===== src/rtl/bky_pkg.sv =====
`default_nettype none
// +--------------------------------------------------------------------------+
// | bky_pkg : shared constants, state encoding and mask helper for the       |
// |           Buckeye chain loader.                              Rev 1.0     |
// +--------------------------------------------------------------------------+
package bky_pkg;

  localparam int BKY_NCHIP    = 6;
  localparam int BKY_NBITS    = 48;
  localparam int BKY_HALF_PER = 4;

  typedef enum logic [1:0] {
    IDLE  = 2'd0,
    SETUP = 2'd1,
    HIGH  = 2'd2,
    DONE  = 2'd3
  } bky_state_t;

  // An empty selection means "load every amplifier".
  function automatic logic [BKY_NCHIP-1:0] bky_eff_mask(input logic [BKY_NCHIP-1:0] mask);
    return (mask == '0) ? '1 : mask;
  endfunction

endpackage
`default_nettype wire


===== src/rtl/bky_chain_loader_if.sv =====
`default_nettype none
// +--------------------------------------------------------------------------+
// | bky_chain_loader_if : register-file and amplifier-pin bundle of the      |
// |                       chain loader.                          Rev 1.0     |
// +--------------------------------------------------------------------------+
interface bky_chain_loader_if
  import bky_pkg::*;
#(
  parameter int NBITS = BKY_NBITS
);

  logic                 start;
  logic [BKY_NCHIP:1]   mask;
  logic [NBITS-1:0]     pattern;
  logic                 busy;
  logic                 done;
  logic [BKY_NCHIP:1]   dsnd;
  logic [BKY_NCHIP:1]   bclk;
  logic [BKY_NCHIP:1]   drtn;
  logic [2:0]           rd_sel;
  logic [NBITS-1:0]     rd_data;
  logic [BKY_NCHIP:1]   mismatch;

  modport slave (
    input  start, mask, pattern, drtn, rd_sel,
    output busy, done, dsnd, bclk, rd_data, mismatch
  );

  modport master (
    output start, mask, pattern, drtn, rd_sel,
    input  busy, done, dsnd, bclk, rd_data, mismatch
  );

endinterface
`default_nettype wire


===== src/rtl/bky_rb_shreg.sv =====
`default_nettype none
// +--------------------------------------------------------------------------+
// | bky_rb_shreg : per-chip readback shift register, captures into the LSB.  |
// |                                                              Rev 1.0     |
// +--------------------------------------------------------------------------+
module bky_rb_shreg
  import bky_pkg::*;
#(
  parameter int NBITS = BKY_NBITS
) (
  input  logic             clk,
  input  logic             rst,
  input  logic             i_en,
  input  logic             i_din,
  output logic [NBITS-1:0] o_q
);

  logic [NBITS-1:0] r_q;

  always_ff @(posedge clk or posedge rst) begin
    if (rst) begin
      r_q <= '0;
    end else if (i_en) begin
      r_q <= {r_q[NBITS-2:0], i_din};
    end
  end

  assign o_q = r_q;

endmodule
`default_nettype wire


===== src/rtl/bky_chain_loader.sv =====
`default_nettype none
// +--------------------------------------------------------------------------+
// | bky_chain_loader : shifts one pattern into the selected Buckeye chains   |
// |   and captures each chip's previous contents. Option: BKY_VERIFY_EN.     |
// |                                                              Rev 1.0     |
// +--------------------------------------------------------------------------+
module bky_chain_loader
  import bky_pkg::*;
#(
  parameter int NBITS    = BKY_NBITS,
  parameter int HALF_PER = BKY_HALF_PER
) (
  input  logic                     clk,
  input  logic                     rst,
  bky_chain_loader_if.slave        bus
);

  localparam int c_HW = (HALF_PER > 1) ? $clog2(HALF_PER) : 1;
  localparam int c_BW = (NBITS > 1) ? $clog2(NBITS) : 1;
  localparam logic [c_HW-1:0] c_HALF_LAST = c_HW'(HALF_PER - 1);
  localparam logic [c_BW-1:0] c_BIT_TOP   = c_BW'(NBITS - 1);

  bky_state_t          r_state;
  logic [c_HW-1:0]     r_half;
  logic [c_BW-1:0]     r_bit;
  logic [BKY_NCHIP:1]  r_mask;
  logic [NBITS-1:0]    r_pattern;
  logic                r_busy;
  logic                r_done;
  logic [BKY_NCHIP:1]  r_dsnd;
  logic [BKY_NCHIP:1]  r_bclk;
`ifdef BKY_VERIFY_EN
  logic                r_pass;
  logic [BKY_NCHIP:1]  r_mismatch;
`endif

  logic w_half_end;
  logic w_capture;
  logic w_last_pass;

  assign w_half_end = (r_half == c_HALF_LAST);
  // DRTN is sampled on the final HIGH cycle, before the chip sees BCLK fall.
  assign w_capture  = (r_state == HIGH) && w_half_end;

`ifdef BKY_VERIFY_EN
  assign w_last_pass = r_pass;
`else
  assign w_last_pass = 1'b1;
`endif

  // Pin outputs are derived from the current state, so they trail it by one cycle.
  always_ff @(posedge clk or posedge rst) begin
    if (rst) begin
      r_state    <= IDLE;
      r_half     <= '0;
      r_bit      <= '0;
      r_mask     <= '0;
      r_pattern  <= '0;
      r_busy     <= 1'b0;
      r_done     <= 1'b0;
      r_dsnd     <= '0;
      r_bclk     <= '0;
`ifdef BKY_VERIFY_EN
      r_pass     <= 1'b0;
      r_mismatch <= '0;
`endif
    end else begin
      r_busy <= (r_state != IDLE);
      r_done <= (r_state == DONE);
      case (r_state)
        IDLE: begin
          r_bclk <= '0;
          r_dsnd <= '0;
          // r_busy still covers the DONE pulse cycle, which blocks a restart there.
          if (bus.start && !r_busy) begin
            r_mask    <= bky_eff_mask(bus.mask);
            r_pattern <= bus.pattern;
            r_bit     <= c_BIT_TOP;
            r_half    <= '0;
`ifdef BKY_VERIFY_EN
            r_pass     <= 1'b0;
            r_mismatch <= '0;
`endif
            r_state   <= SETUP;
          end
        end
        SETUP: begin
          r_bclk <= '0;
          r_dsnd <= r_mask & {BKY_NCHIP{r_pattern[r_bit]}};
          if (w_half_end) begin
            r_half  <= '0;
            r_state <= HIGH;
          end else begin
            r_half <= r_half + 1'b1;
          end
        end
        HIGH: begin
          r_bclk <= r_mask;
          if (w_half_end) begin
            r_half <= '0;
`ifdef BKY_VERIFY_EN
            if (r_pass) begin
              r_mismatch <= r_mismatch
                          | (r_mask & (bus.drtn ^ {BKY_NCHIP{r_pattern[r_bit]}}));
            end
`endif
            if (r_bit != '0) begin
              r_bit   <= r_bit - 1'b1;
              r_state <= SETUP;
            end else if (w_last_pass) begin
              r_state <= DONE;
            end else begin
`ifdef BKY_VERIFY_EN
              r_pass <= 1'b1;
`endif
              r_bit   <= c_BIT_TOP;
              r_state <= SETUP;
            end
          end else begin
            r_half <= r_half + 1'b1;
          end
        end
        DONE: begin
          r_bclk  <= '0;
          r_dsnd  <= '0;
          r_state <= IDLE;
        end
        default: r_state <= IDLE;
      endcase
    end
  end

  logic [NBITS-1:0] w_rb [1:BKY_NCHIP];

  for (genvar gi = 1; gi <= BKY_NCHIP; gi++) begin : g_rb
    bky_rb_shreg #(
      .NBITS (NBITS)
    ) u_shreg (
      .clk   (clk),
      .rst   (rst),
      .i_en  (w_capture & r_mask[gi]),
      .i_din (bus.drtn[gi]),
      .o_q   (w_rb[gi])
    );
  end

  logic [NBITS-1:0] w_rd_data;

  always_comb begin
    w_rd_data = '0;
    for (int i = 1; i <= BKY_NCHIP; i++) begin
      if (bus.rd_sel == 3'(i)) begin
        w_rd_data = w_rb[i];
      end
    end
  end

  assign bus.busy    = r_busy;
  assign bus.done    = r_done;
  assign bus.dsnd    = r_dsnd;
  assign bus.bclk    = r_bclk;
  assign bus.rd_data = w_rd_data;
`ifdef BKY_VERIFY_EN
  assign bus.mismatch = r_mismatch;
`else
  assign bus.mismatch = '0;
`endif

endmodule
`default_nettype wire


===== src/flat_wrapper.sv =====
// flat-port wrapper written by rule: the top's interface ports become plain ports
module bky_chain_loader_flat import bky_pkg::*;
#(
  parameter int NBITS    = BKY_NBITS,
  parameter int HALF_PER = BKY_HALF_PER
)
  (clk, rst, bus_start, bus_mask, bus_pattern, bus_drtn, bus_rd_sel, bus_busy, bus_done, bus_dsnd, bus_bclk, bus_rd_data, bus_mismatch);
  bky_chain_loader_if #(.NBITS(NBITS)) bus_i ();
  input  logic clk;
  input  logic rst;
  input wire logic [$bits(bus_i.start)-1:0] bus_start;
  input wire logic [$bits(bus_i.mask)-1:0] bus_mask;
  input wire logic [$bits(bus_i.pattern)-1:0] bus_pattern;
  input wire logic [$bits(bus_i.drtn)-1:0] bus_drtn;
  input wire logic [$bits(bus_i.rd_sel)-1:0] bus_rd_sel;
  output wire logic [$bits(bus_i.busy)-1:0] bus_busy;
  output wire logic [$bits(bus_i.done)-1:0] bus_done;
  output wire logic [$bits(bus_i.dsnd)-1:0] bus_dsnd;
  output wire logic [$bits(bus_i.bclk)-1:0] bus_bclk;
  output wire logic [$bits(bus_i.rd_data)-1:0] bus_rd_data;
  output wire logic [$bits(bus_i.mismatch)-1:0] bus_mismatch;
  assign bus_i.start = bus_start;
  assign bus_i.mask = bus_mask;
  assign bus_i.pattern = bus_pattern;
  assign bus_i.drtn = bus_drtn;
  assign bus_i.rd_sel = bus_rd_sel;
  assign bus_busy = bus_i.busy;
  assign bus_done = bus_i.done;
  assign bus_dsnd = bus_i.dsnd;
  assign bus_bclk = bus_i.bclk;
  assign bus_rd_data = bus_i.rd_data;
  assign bus_mismatch = bus_i.mismatch;
  bky_chain_loader #(.NBITS(NBITS), .HALF_PER(HALF_PER)) u_core (.clk(clk), .rst(rst), .bus(bus_i));
endmodule

===== config.mk =====
export PLATFORM = sky130hd
export DESIGN_NAME = bky_chain_loader_flat
export DESIGN_NICKNAME = d
export VERILOG_FILES = /design/src/rtl/bky_pkg.sv /design/src/rtl/bky_chain_loader_if.sv /design/src/rtl/bky_rb_shreg.sv /design/src/rtl/bky_chain_loader.sv /design/src/flat_wrapper.sv
export SDC_FILE = /design/constraint.sdc
export NUM_CORES = 1
export LEC_CHECK = 0
export BUFFER_PORTS_ARGS = -buffer_cell sky130_fd_sc_hd__buf_2
export CELL_PAD_IN_SITES_DETAIL_PLACEMENT = 0
export CELL_PAD_IN_SITES_GLOBAL_PLACEMENT = 2
export CORE_MARGIN = 2
export CORE_UTILIZATION = 43
export CTS_BUF_LIST = sky130_fd_sc_hd__clkbuf_4 sky130_fd_sc_hd__clkbuf_8
export DETAILED_ROUTE_END_ITERATION = 7
export PLACE_DENSITY = 0.94
export SYNTH_ARGS = -nofsm -noshare
export SYNTH_HDL_FRONTEND = slang
export SYNTH_SLANG_ARGS = --single-unit

===== constraint.sdc =====
create_clock -name clk -period 15.8 [get_ports clk]
set_clock_uncertainty 0.15 [all_clocks]
set_input_delay 0.79 -clock clk [delete_from_list [all_inputs] [get_ports clk]]
set_output_delay 0.79 -clock clk [all_outputs]
set_load 0.02 [all_outputs]

Word-level counts from Yosys, hierarchy flattened
Index checks and enable logic that the tools add are counted.
- flip-flop bits (word level): 366
- input bits: 66
- logic and storage cells: 79
- $add $sub $neg: 2
- order comparisons: 1
- equality and inequality tests: 14
- mux-type cells: 23
- bitwise gates (word level): 7
- reduce and logical (&&, ||, !) cells: 17
- operators with widths (kind ; number):
    $mux W48 ; 6
    $pmux W6 S2 ; 3
    $mux W6 ; 4
    $mux W2 ; 6
    $eq A3 B3 Y1 const B ; 3
    $pmux W2 S4 ; 1
    $reduce_bool A2 Y1 ; 4
    $lt A6 B7 Y1 const B ; 1
    $and A1 B1 Y1 ; 6
    $and A6 B6 Y6 ; 1
    $bmux W1 S6 ; 1
    $eq A2 B2 Y1 const B ; 3
    $eq A3 B2 Y1 const B ; 2
    $logic_not A6 Y1 ; 1
    $ne A2 B1 Y1 const B ; 3
    $reduce_bool A6 Y1 ; 1
    $sub A6 B1 Y6 const B ; 1
    $pmux W2 S2 ; 1
    $reduce_and A2 Y1 ; 2
    $reduce_and A4 Y1 ; 1
    $reduce_or A2 Y1 ; 2
    $eq A3 B1 Y1 const B ; 1
    $reduce_and A3 Y1 ; 1
    $reduce_or A3 Y1 ; 1
    7 further kinds ; 8

Longest topological paths before layout
Gate-level depths: netlist (run 1).
- word-level depth: 7
- mapped depth: 9
- mapped depth without buffers: 7

Modules after synthesis
A second synthesis (run 1) with hierarchy kept.
- cells, all modules: 1400
- area total of the unflattened synthesis: 17568.1 µm²
- modules (own cells, without submodules) (module ; instances ; cells each ; area each (µm²) ; sequential area each (µm²)):
    bky_rb_shreg ; 6 ; 102 ; 1864.3 ; 1201.2
    bky_chain_loader ; 1 ; 788 ; 6382.4 ; 1951.9

Worst setup path after synthesis (run 1)
Ideal clock, no wire load.
- kind: input to output
- from: input port bus_rd_sel[2]
- to: output port bus_rd_data[27]
- arrival: 2.128 ns
- required time: 14.860 ns
- path slack: 12.732 ns
- stages: 6
- path through: buf_2 > nand2b_1 > clkbuf_1 > clkbuf_1 > o22ai_1 > a21oi_1
- cells in the longest elaborated chain, start to end: 7
- ends and longest elaborated chain (what ; RTL line ; RTL):
    from (decl) ; flat_wrapper.sv:15 ; input wire logic [$bits(bus_i.rd_sel)-1:0] bus_rd_sel;
    $eq A3 B1 Y1 ; bky_chain_loader.sv:152 ; if (bus.rd_sel == 3'(i)) begin
    $mux W48 (5 in series) ; bky_chain_loader.sv:152 ;
    $mux W48 (*) ; bky_chain_loader.sv:152 ;
    to (decl) ; flat_wrapper.sv:20 ; output wire logic [$bits(bus_i.rd_data)-1:0] bus_rd_data;
Every way passes the cells marked *; elsewhere a longest branch is shown, timed or not.

Worst setup path after layout (run 1)
- from: input port bus_rd_sel[1]
- to: output port bus_rd_data[38]
The elaborated chain is that of the path after synthesis.

==> flow_metrics.env, run 1 <==
export IMPL_status="finished clean"
export IMPL_cts_made_buffers=66
export IMPL_hpwlAfterDp_mm=20.8
export IMPL_grt_pass1_vias=11200
export IMPL_max_slew_worst_pin_slew_ps=1150
export IMPL_routed_wl_mm=34.0
export IMPL_cp_max_fo=50
export IMPL_start_kind="primary input"
export IMPL_syn_cell_area_um2=16500
export IMPL_grt_pass1_wl_mm=57.2
export IMPL_finalCriticalPeriod_ps=4120
export IMPL_die_w_um=200
export IMPL_post_cts_resized=0
export IMPL_min_path_type="primary input to async pin"
export IMPL_fin_util=0.500
export IMPL_dr_pass1_iters=5
export IMPL_ir_drop_uv=104
export IMPL_clockRootBuffer="clkbuf_8"
export IMPL_synth_seq_area_share=0.554
export IMPL_hold_buffers=0
export IMPL_worst_ep_arrival_time_ps=3180
export IMPL_fp_dieH_um=200
export IMPL_yosysWarningCount=0
export IMPL_ant_nets=0
export IMPL_multi_input_area_um2=6740
export IMPL_end_kind="output port"
export IMPL_finalPower_mw=2.50
export IMPL_grt_overflow=0
export IMPL_ios=134
export IMPL_die_area_um2=40000
export IMPL_r2r_slack_ps=12560
export IMPL_max_slew_margin=0.230
export IMPL_clock_tree_htree_level_count=3
export IMPL_dpl_cell_area_um2=17500
export IMPL_syn2layout_area_growth_pct=14.1
export IMPL_syn_area_per_cell_um2=12.2
export IMPL_grt_max_degree=168
export IMPL_cts_buffer_depth=3
export IMPL_powerDensity_nw_per_um2=132
export IMPL_hold_viol=0
export IMPL_fmax_ghz=0.243
export IMPL_p_leak_nw=9.13
export IMPL_io_buffers=127
export IMPL_ys_seq_elements=366
export IMPL_regArea_um2=9160
export IMPL_gp_congestion=0.728
export IMPL_layout_nets=1531
export IMPL_vias=10700
export IMPL_critPathRequiredTime_ps=14860
export IMPL_layout_drive_gt1_share=0.407
export IMPL_antenna_found_initial=0
export IMPL_drc=0
export IMPL_start_util=0.438
export IMPL_fillers=3357
export IMPL_grtUsageTotal=0.171
export IMPL_cts_tree="built"
export IMPL_numClockSinks=366
export IMPL_drt_iter0_drc=404
export IMPL_whs_ps=224
export IMPL_ys_types=47
export IMPL_synthFlopType="dfrtp_1"
export IMPL_cts_setup_buffers=0
export IMPL_maxCapViolCount=0
export IMPL_synthCells=1353
export IMPL_viasPerCell=5.31
export IMPL_insertion_delay_ps=590
export IMPL_antenna_cells=0
export IMPL_synth_edff_count=0
export IMPL_synthArstFlopShare=1.00
export IMPL_routedWlPerCell_um=16.8
export IMPL_tns_ps=0
export IMPL_setup_viol=0
export IMPL_coreArea_um2=37800
export IMPL_rsz0062_at_grt="false"
export IMPL_crit_type="primary input to output port"
export IMPL_final_period_utilization=0.261
export IMPL_design_area_um2=18900
export IMPL_drv_slew=0
export IMPL_path_clk_slew_ps=50
export IMPL_rows=71
synthesized netlist by cell type (2+ instances only):
cell | count | area share
and2_1 | 8 | 0.0030
inv_1 | 56 | 0.013
o21ai_0 | 103 | 0.031
nor2_1 | 15 | 0.0034
a21oi_1 | 53 | 0.016
a221oi_1 | 48 | 0.025
a32oi_1 | 8 | 0.0042
o21ai_1 | 10 | 0.0030
a31oi_1 | 4 | 0.0015
a211oi_1 | 3 | 0.0014
mux2_2 | 337 | 0.23
a22o_1 | 3 | 0.0016
buf_2 | 37 | 0.011
dfrtp_1 | 366 | 0.55
mux4_2 | 5 | 0.0068
and2b_1 | 3 | 0.0014
nor3_1 | 6 | 0.0018
clkbuf_1 | 50 | 0.011
mux2_4 | 2 | 0.0018
nand2b_1 | 5 | 0.0019
buf_1 | 11 | 0.0025
nor2b_1 | 5 | 0.0019
ha_1 | 7 | 0.0053
nand3_1 | 2 | 0.00061
mux2i_1 | 13 | 0.0079
o22ai_1 | 48 | 0.018
nand2_1 | 120 | 0.027
buf_4 | 6 | 0.0027
power breakdown:
group	switching, mW	leakage, nW	internal, mW
registers	0.0865	4.96	1.05
logic	0.238	3.44	0.208
clock network	0.384	0.733	0.529
cell families after synthesis:
group | share of synthesized area
DFF | 0.554
and+or+nand+nor | 0.0455
buffers and inverters | 0.0424
muxes | 0.246
adders and majority gates | 0.00530
AOI/OAI and AO/OA | 0.107
other | 0.000227
per-stage QoR:
step | setup slack (ps) | cells
detailed placement | 11680 | 1901
global placement | 11660 | 1901
global route | 11460 | 2016
finish | 11680 | 2016
floorplan | 4700 | 1358
CTS | 11660 | 2016
layout by cell type (no fill, tap or decap), types with 2 or more instances in the layout:
cell	n
nor2_1	15
nor2b_4	2
a22o_1	3
nor2b_1	3
conb_1	6
mux2_4	2
clkinvlp_4	2
nand2_2	7
and2b_1	3
nand2_1	113
ha_1	7
nand3_1	2
a31oi_1	4
o21ai_0	103
clkbuf_4	24
o22ai_1	48
a32oi_1	8
mux4_2	5
clkinv_2	3
nor3_1	6
mux2i_1	13
dfrtp_1	366
mux2_2	337
a21oi_1	53
a221oi_1	48
inv_6	3
buf_4	12
clkbuf_8	83
o21ai_1	10
a211oi_1	3
inv_1	55
buf_2	125
and2_1	8
nand2b_1	4
flip-flops by register name (all words and copies together) (netlist names):
register                 count
u_core.r_mask                6
u_core.bus.dsnd              6
u_core.bus.bclk              6
u_core.r_half                2
u_core.r_pattern            48
u_core.r_state               2
u_core.g_rb.u_shreg.o_q    288
u_core.r_bit                 6
u_core.bus.busy              1
u_core.bus.done              1
final timing paths:
path / start / to / cells after the start
max: bus_rd_sel[1] / bus_rd_data[38] / 7
min: rst / u_core.g_rb[3].u_shreg.o_q[39]$_DFFE_PP0P_ / 2
max reg2reg: u_core.r_state[0]$_DFFE_PP0P_ / u_core.g_rb[5].u_shreg.o_q[12]$_DFFE_PP0P_ / 5
min reg2reg: u_core.g_rb[1].u_shreg.o_q[35]$_DFFE_PP0P_ / u_core.g_rb[1].u_shreg.o_q[35]$_DFFE_PP0P_ / 2
max in group asynchronous: rst / u_core.r_pattern[31]$_DFFE_PP0P_ / 3
min in group clk: bus_pattern[29] / u_core.r_pattern[29]$_DFFE_PP0P_ / 2
worst max-delay path: stages:
cell and delay [ps]:
buf_2 450, nor2b_4 1050, nand2_1 120, o21ai_0 140, a221oi_1 110, a21oi_1 260
buf_2 210
per-layer routing:
metal	up-vias	track usage	share of wire
li1	5059	-	-
met1	5366	0.232	0.46
met2	222	0.271	0.46
met3	61	0.0438	0.055
met4	0	0.0554	0.021
met5	-	0	0
cell type report:
class / instances / share of cell area
repair buffers: 138 / 0.0390
well taps: 511 / 0.0339
multi-input cells: 830 / 0.357
inverters: 56 / 0.0115
clock buffers: 107 / 0.0701
flip-flops and latches: 366 / 0.485
clock inverters: 8 / 0.00298
Note: power is estimated with default switching activity, not from simulation.
==> inputs of run 2 (changes only) <==
clock period = 4.3 ns   (was 15.8 ns; I/O delays follow)
==> flow_metrics.env, run 2 (synthesized netlist as in run 1, its figures left out) <==
export IMPL_status="finished clean"
export IMPL_hold_viol=0
export IMPL_io_buffers=127
export IMPL_rows=71
export IMPL_grt_pass1_wl_mm=59.5
export IMPL_cp_max_fo=61
export IMPL_worst_ep_arrival_time_ps=3430
export IMPL_max_slew_margin=0.151
export IMPL_antenna_cells=0
export IMPL_rsz0062_at_grt="false"
export IMPL_cts_buffer_depth=3
export IMPL_fillers=3268
export IMPL_post_cts_resized=0
export IMPL_grt_overflow=0
export IMPL_cts_made_buffers=59
export IMPL_syn2layout_area_growth_pct=17.8
export IMPL_setup_viol=0
export IMPL_critPathRequiredTime_ps=4680
export IMPL_dr_pass1_iters=5
export IMPL_drt_iter0_drc=525
export IMPL_grt_max_degree=134
export IMPL_ir_drop_uv=332
export IMPL_start_kind="register"
export IMPL_start_util=0.438
export IMPL_die_w_um=200
export IMPL_layout_nets=1598
export IMPL_hold_buffers=67
export IMPL_fp_dieH_um=200
export IMPL_p_leak_nw=9.36
export IMPL_vias=10900
export IMPL_final_period_utilization=0.708
export IMPL_numClockSinks=366
export IMPL_tns_ps=0
export IMPL_hpwlAfterDp_mm=21.9
export IMPL_drv_slew=0
export IMPL_fin_util=0.516
export IMPL_antenna_found_initial=0
export IMPL_clock_tree_htree_level_count=2
export IMPL_layout_drive_gt1_share=0.386
export IMPL_clockRootBuffer="clkbuf_8"
export IMPL_max_slew_worst_pin_slew_ps=1270
export IMPL_coreArea_um2=37800
export IMPL_powerDensity_nw_per_um2=462
export IMPL_maxCapViolCount=0
export IMPL_insertion_delay_ps=640
export IMPL_largest_reg_flops=288
export IMPL_end_kind="register"
export IMPL_final_common_cell="dfrtp_1"
export IMPL_die_area_um2=40000
export IMPL_ios=134
export IMPL_drc=0
export IMPL_cts_tree="built"
export IMPL_finalCriticalPeriod_ps=3040
export IMPL_final_cell_mix="dfrtp_1 (366), mux2_2 (337), buf_2 (125)"
export IMPL_fmax_ghz=0.329
export IMPL_min_path_type="primary input to async pin"
export IMPL_grtUsageTotal=0.180
export IMPL_path_clk_slew_ps=70
export IMPL_finalPower_mw=8.99
export IMPL_grt_pass1_vias=11700
export IMPL_crit_type="register to register"
export IMPL_whs_ps=93.6
export IMPL_viasPerCell=5.25
export IMPL_cts_setup_buffers=0
export IMPL_dp_slack_ps=1240
export IMPL_routed_wl_mm=35.7
export IMPL_ant_nets=0
export IMPL_gp_congestion=0.780
export IMPL_routedWlPerCell_um=17.2
export IMPL_setup_ws_ps=1260
[run 2: layout make-up]
| cell class | count | area (um2) | area share |
|---|---|---|---|
| Sequential cell | 366 | 9160 | 0.470 |
| Inverter | 56 | 214 | 0.0110 |
| Multi-Input combinational cell | 830 | 6740 | 0.346 |
| Clock inverter | 4 | 53.8 | 0.00276 |
| Tap cell | 511 | 639 | 0.0328 |
| Clock buffer | 94 | 1160 | 0.0594 |
| Timing Repair Buffer | 212 | 1510 | 0.0775 |
[run 2: worst paths after layout]
| check | start | to | slack [ps] | cells after the start |
|---|---|---|---|---|
| worst max-delay path | u_core.r_state[0]$_DFFE_PP0P_ | u_core.g_rb[1].u_shreg.o_q[0]$_DFFE_PP0P_ | 1260 | 6 |
| worst min-delay path | rst | u_core.r_bit[4]$_DFFE_PP0P_ | 90 | 3 |
| worst max register to register | u_core.r_state[0]$_DFFE_PP0P_ | u_core.g_rb[1].u_shreg.o_q[0]$_DFFE_PP0P_ | 1260 | 6 |
| worst min register to register | u_core.g_rb[1].u_shreg.o_q[32]$_DFFE_PP0P_ | u_core.g_rb[1].u_shreg.o_q[32]$_DFFE_PP0P_ | 330 | 2 |
| max in group asynchronous | rst | u_core.g_rb[1].u_shreg.o_q[11]$_DFFE_PP0P_ | 2770 | 4 |
| min in group clk | bus_pattern[2] | u_core.r_pattern[2]$_DFFE_PP0P_ | 190 | 3 |
[run 2: layer usage]
| metal | part of all wire | up-vias | GRT usage | wire length, um |
|---|---|---|---|---|
| li1 | - | 5182 | - | - |
| met2 | 0.48 | 207 | 0.300 | 17100 |
| met5 | 0 | - | 0 | 0 |
| met4 | 0.017 | 0 | 0.0522 | 594 |
| met1 | 0.46 | 5444 | 0.239 | 16500 |
| met3 | 0.042 | 44 | 0.0368 | 1500 |
[run 2: critical path: stages (launching register included)]
cell and delay (ps):
dfrtp_1 410, inv_1 130, ha_1 700, and2_1 460
nand2_2 440, buf_12 330, mux2_2 290
[run 2: metrics by stage]
stage	instances	cell area, um2
global route	2073	19500
global placement	1908	17600
finish	2073	19500
detailed placement	1908	17600
CTS	2073	19500
floorplan	1358	16600
[run 2: where the power goes]
group,internal [mW],switching [mW]
Clock,1.74,1.34
Sequential,3.86,0.326
Combinational,0.818,0.900
Total,6.42,2.57
